===== src/rtl/program_counter_if.sv =====
// Fetch-side bundle for the program counter: redirect/stall controls in, PC values out.
// Trap redirect signals exist only when PC_TRAP_EN is defined.
interface program_counter_if #(
  parameter int XLEN = 32
);
  logic            stall;
  logic            branch_taken;
  logic [XLEN-1:0] branch_target;
`ifdef PC_TRAP_EN
  logic            trap_taken;
  logic [XLEN-1:0] trap_vector;
`endif
  logic [XLEN-1:0] pc_out;
  logic [XLEN-1:0] pc_plus4;
  logic [XLEN-1:0] pc_next;
  logic            misaligned;

`ifdef PC_TRAP_EN
  modport master (
    output stall, branch_taken, branch_target, trap_taken, trap_vector,
    input  pc_out, pc_plus4, pc_next, misaligned
  );
  modport slave (
    input  stall, branch_taken, branch_target, trap_taken, trap_vector,
    output pc_out, pc_plus4, pc_next, misaligned
  );
`else
  modport master (
    output stall, branch_taken, branch_target,
    input  pc_out, pc_plus4, pc_next, misaligned
  );
  modport slave (
    input  stall, branch_taken, branch_target,
    output pc_out, pc_plus4, pc_next, misaligned
  );
`endif
endinterface


===== src/rtl/program_counter.sv =====
// Fetch-stage program counter: advances by PC_STEP, holds on stall, redirects on branch.
// Optional macro PC_TRAP_EN adds a highest-priority trap redirect.
module program_counter #(
  parameter int              XLEN         = 32,
  parameter logic [XLEN-1:0] RESET_VECTOR = '0,
  parameter int              PC_STEP      = 4
) (
  input logic              clk,
  input logic              rst,
  program_counter_if.slave pc_if
);

  logic [XLEN-1:0] pc_q;
  logic [XLEN-1:0] pc_d;
  logic            misaligned_q;
  logic            misaligned_d;
  logic [XLEN-1:0] pc_plus_step;

  assign pc_plus_step = pc_q + XLEN'(PC_STEP);

  // Redirect targets are forced word-aligned; only branch misalignment is flagged.
  always_comb begin
    pc_d         = pc_plus_step;
    misaligned_d = 1'b0;
`ifdef PC_TRAP_EN
    if (pc_if.trap_taken) begin
      pc_d = {pc_if.trap_vector[XLEN-1:2], 2'b00};
    end else
`endif
    if (pc_if.branch_taken) begin
      pc_d         = {pc_if.branch_target[XLEN-1:2], 2'b00};
      misaligned_d = (pc_if.branch_target[1:0] != 2'b00);
    end else if (pc_if.stall) begin
      pc_d = pc_q;
    end
  end

  always_ff @(posedge clk or negedge rst) begin
    if (!rst) begin
      pc_q         <= RESET_VECTOR;
      misaligned_q <= 1'b0;
    end else begin
      pc_q         <= pc_d;
      misaligned_q <= misaligned_d;
    end
  end

  assign pc_if.pc_out     = pc_q;
  assign pc_if.pc_plus4   = pc_plus_step;
  assign pc_if.pc_next    = pc_d;
  assign pc_if.misaligned = misaligned_q;

endmodule


===== src/flat_wrapper.sv =====
// flat-port wrapper written by rule: the top's interface ports become plain ports
module program_counter_flat 
#(
  parameter int              XLEN         = 32,
  parameter logic [XLEN-1:0] RESET_VECTOR = '0,
  parameter int              PC_STEP      = 4
)
  (clk, rst, pc_if_stall, pc_if_branch_taken, pc_if_branch_target, pc_if_pc_out, pc_if_pc_plus4, pc_if_pc_next, pc_if_misaligned);
  program_counter_if #(.XLEN(XLEN)) pc_if_i ();
  input logic clk;
  input logic rst;
  input wire logic [$bits(pc_if_i.stall)-1:0] pc_if_stall;
  input wire logic [$bits(pc_if_i.branch_taken)-1:0] pc_if_branch_taken;
  input wire logic [$bits(pc_if_i.branch_target)-1:0] pc_if_branch_target;
  output wire logic [$bits(pc_if_i.pc_out)-1:0] pc_if_pc_out;
  output wire logic [$bits(pc_if_i.pc_plus4)-1:0] pc_if_pc_plus4;
  output wire logic [$bits(pc_if_i.pc_next)-1:0] pc_if_pc_next;
  output wire logic [$bits(pc_if_i.misaligned)-1:0] pc_if_misaligned;
  assign pc_if_i.stall = pc_if_stall;
  assign pc_if_i.branch_taken = pc_if_branch_taken;
  assign pc_if_i.branch_target = pc_if_branch_target;
  assign pc_if_pc_out = pc_if_i.pc_out;
  assign pc_if_pc_plus4 = pc_if_i.pc_plus4;
  assign pc_if_pc_next = pc_if_i.pc_next;
  assign pc_if_misaligned = pc_if_i.misaligned;
  program_counter #(.XLEN(XLEN), .RESET_VECTOR(RESET_VECTOR), .PC_STEP(PC_STEP)) u_core (.clk(clk), .rst(rst), .pc_if(pc_if_i));
endmodule

===== config.mk =====
export PLATFORM = sky130hd
export DESIGN_NAME = program_counter_flat
export DESIGN_NICKNAME = d
export VERILOG_FILES = /design/src/rtl/program_counter_if.sv /design/src/rtl/program_counter.sv /design/src/flat_wrapper.sv
export SDC_FILE = /design/constraint.sdc
export NUM_CORES = 1
export LEC_CHECK = 0
export BUFFER_PORTS_ARGS = -buffer_cell sky130_fd_sc_hd__buf_2
export CELL_PAD_IN_SITES_DETAIL_PLACEMENT = 1
export CELL_PAD_IN_SITES_GLOBAL_PLACEMENT = 1
export CORE_MARGIN = 3
export CORE_UTILIZATION = 31
export DETAILED_ROUTE_END_ITERATION = 8
export GPL_TIMING_DRIVEN = 0
export PLACE_DENSITY = 0.85
export SLEW_MARGIN = 25
export SYNTH_ARGS = -nofsm -noshare
export SYNTH_HDL_FRONTEND = slang
export SYNTH_SLANG_ARGS = --single-unit

===== constraint.sdc =====
create_clock -name clk -period 2.54 [get_ports clk]
set_input_delay 0.127 -clock clk [delete_from_list [all_inputs] [get_ports clk]]
set_output_delay 0.127 -clock clk [all_outputs]
set_load 0.005 [all_outputs]

==> summary.txt <==
Timing
  – Slew margin rel.: 0.4507
  – Clk_skew: 7.589 ps
  – Unrepaired setup endpoints after global routing: yes
  – Crit share post-route: 0.9894
  – Fmax: 397.9 MHz
  – Fin. Hold Viols: 0
  – Setup TNS: 0 ps
  – Min Tclk post-route: 2513 ps
  – Max Transition Viols Final: 0
  – Worst slew pin tran: 824.0 ps
  – Setup-failing EPs final: 0

Synthesis
  – Top cells by count, synth: 38 x nand2_1, 33 x dfrtp_1, 32 x xnor2_1
  – Synth cell types: 41
  – Sequential share of the synthesized area: 0.3438
  – Syn avg cell area: 8.034 µm²
  – Dominant synthesized flop cell: dfrtp_1
  – Syn nets: 336
  – Ys Warns: 0
  – Post-synth top area cell: dfrtp_1
  – Synth async-reset ratio: 1.000
  – Post-synth EDFFs: 0
  – Synth area leaders: dfrtp_1 34%, xnor2_1 12%, nand2_1 5.9%
  – Count leader, synth: nand2_1
  – Synth Instances: 299
  – #FFs+latches synth: 33
  – Mapped Area: 2402 µm²
  – Share of the synthesized area in the top cell type: 0.3438

Finish
  – Synthesis-to-finish area growth: 46.35%
  – Non-Filler Instances: 550
  – Antenna cells: 0
  – Share of cells above drive strength 1: 0.4279
  – Fillers: 963
  – Final #Nets: 488
  – Post-route design area: 3516 µm²

Global routing
  – Total GRT Usage: 0.2155
  – Global-route wire length before repair: 15.00 mm
  – Largest net degree at the start of global routing: 34
  – Initial antenna violation count: 0
  – Vias in the first global route: 2972
  – Total congestion overflow: 0

Detailed routing
  – Vias/cell: 5.198
  – DR iter-0 viols: 99
  – Via count: 2859
  – DR WL/cell: 17.26 µm
  – Pre-antenna DRT Iters: 4
  – DRC: 0
  – Antenna viol nets, final: 0
  – Wirelength, routed: 9.492 mm

Clock tree
  – Clock Pin Slew Worst Setup and Hold Paths: 70 ps
  – CTS Root Buffer Type: clkbuf_8
  – # H-tree levels: 2
  – CTS tree: yes
  – Clock latency at the later pin of the worst-skew pair: 290 ps
  – CTS max path bufs: 2
  – CTS Buf Count: 5
  – Clock Sinks: 33

Worst setup path
  – Critical Path Sink Type: output pin
  – Flop2flop setup slack: 400 ps
  – WS Path Type: register to output pin
  – Worst Path Max Fanout: 8
  – CP Launch Type: register
  – CP arrival: 2390 ps
  – CP required: 2410 ps

Placed design
  – Number of port buffers: 131
  – Placed cells: 529
  – DPL Wire Length: 7.154 mm
  – GPL Wtd Cong: 0.8264
  – Area after DPL: 3182 µm²

Worst hold path
  – Type of the tightest min-delay check: primary input to register

Run status
  – Status: completed

Power
  – PwrDens: 448.4 nW/µm²
  – LEAKAGE: 1.605 nW
  – VDD IR max: 230.6 µV

Floorplan
  – Die Wd: 94.03 µm
  – Core area: 7370 µm²
  – IO Pins: 133
  – Initial Util: 0.3260
  – Die height: 94.03 µm
  – Num rows: 31
  – Die Area: 8842 µm²

Run
  – Max-Cap Viols: 0
==> critical path, stage by stage (launching register included) <==
cell      delay (ps)
dfrtp_2          440
nand4b_1         160
or4_1            560
buf_6            150
or4_1            430
a31oi_2          210
buf_2            140
==> placed cells by master, fill, tap and decap left out, types with 3 or more instances in the layout <==
cell type  synthesis  routed
a31oi_1            7       5
nor4_2             1       5
nand4b_1           3       3
clkbuf_1          17      12
o31ai_1            4       4
nand4_1           15      15
clkbuf_8           0       6
inv_1              8       8
xnor2_1           32      32
or4_1              5       4
nor3_1             9       8
xor2_1            11      11
and3_1             3       3
nor2_1            27      26
clkbuf_2           0       3
nand3_1           16      15
o21ai_0           19      19
dfrtp_1           33      24
or3_1              3       3
nand2_1           38      38
nor2b_1            4       4
nor4_1             8       3
buf_4              2      20
buf_2              8     132
buf_6              0       5
dfrtp_2            0       9
==> path summary, 6_finish.rpt <==
path                                   startpoint                      end  cells after the start
min                        pc_if_branch_target[0]  u_core.pc_if.misaligned                      3
max                        u_core.pc_if.pc_out[8]        pc_if_pc_next[23]                      6
min in group asynchronous                     rst  u_core.pc_if.pc_out[22]                      2
max reg2reg                u_core.pc_if.pc_out[8]  u_core.pc_if.pc_out[23]                      6
min reg2reg                u_core.pc_if.pc_out[1]   u_core.pc_if.pc_out[1]                      1
max in group asynchronous                     rst   u_core.pc_if.pc_out[5]                      2
==> sequential cells by signal (all words and copies together), names as in the netlist <==
signal	flops
u_core.pc_if.misaligned	1
u_core.pc_if.pc_out	32
==> routing by layer <==
metal | part of all wire | vias up | routed length, µm | global-route usage
met4 | 0.017 | 0 | 162 | 0.06017
met1 | 0.43 | 1394 | 4048 | 0.2694
met3 | 0.057 | 11 | 545 | 0.03526
li1 | - | 1352 | - | -
met5 | 0 | - | 0 | 0
met2 | 0.50 | 102 | 4736 | 0.3802
==> metrics by stage <==
stage,utilization,total power [W],setup slack [ps],hold slack [ps]
2_1_floorplan,-,0.0008670,483.9,-168.6
3_3_place_gp,0.4317,0.001098,160.3,258.8
3_5_place_dp,0.4317,0.001116,100.7,273.3
4_1_cts,0.4577,0.001567,8.588,53.00
5_1_grt,0.4771,0.001682,-67.19,76.22
6_report,0.4771,0.001577,26.95,59.34
==> kinds of logic after synthesis <==
logic type | count (synthesis) | share of synthesized area
flip-flops | 33 | 0.3437
AND/OR/NAND/NOR | 145 | 0.3214
multiplexers | 1 | 0.004167
XOR/XNOR | 43 | 0.1568
adder cells (fa/ha/maj) | 1 | 0.005208
AO/OA/AOI/OAI | 40 | 0.1052
buffers and inverters | 36 | 0.06354
==> layout make-up <==
cell class | instances | area [µm²] | share of cell area
Clock buffer | 7 | 86.33 | 0.02456
Sequential cell | 33 | 837.1 | 0.2381
Inverter | 9 | 33.78 | 0.009609
Buffer | 24 | 147.6 | 0.04199
Tap cell | 99 | 123.9 | 0.03523
Multi-Input combinational cell | 230 | 1501 | 0.4270
Timing Repair Buffer | 148 | 785.8 | 0.2235
==> power breakdown <==
| part | internal [W] | switching [W] |
|---|---|---|
| Sequential | 0.000574 | 0.0000668 |
| Clock | 0.000216 | 0.000209 |
| Combinational | 0.000240 | 0.000271 |
| Total | 0.00103 | 0.000547 |
==> timing repair <==
item	CTS	global route
gates resized for setup	21	19
endpoints found under the setup margin	24	27
buffers inserted	6	10
hold buffers	1	0
pin swaps	4	4
hold endpoints to repair	33	0
No activity file was read; power rests on OpenSTA's default activity.
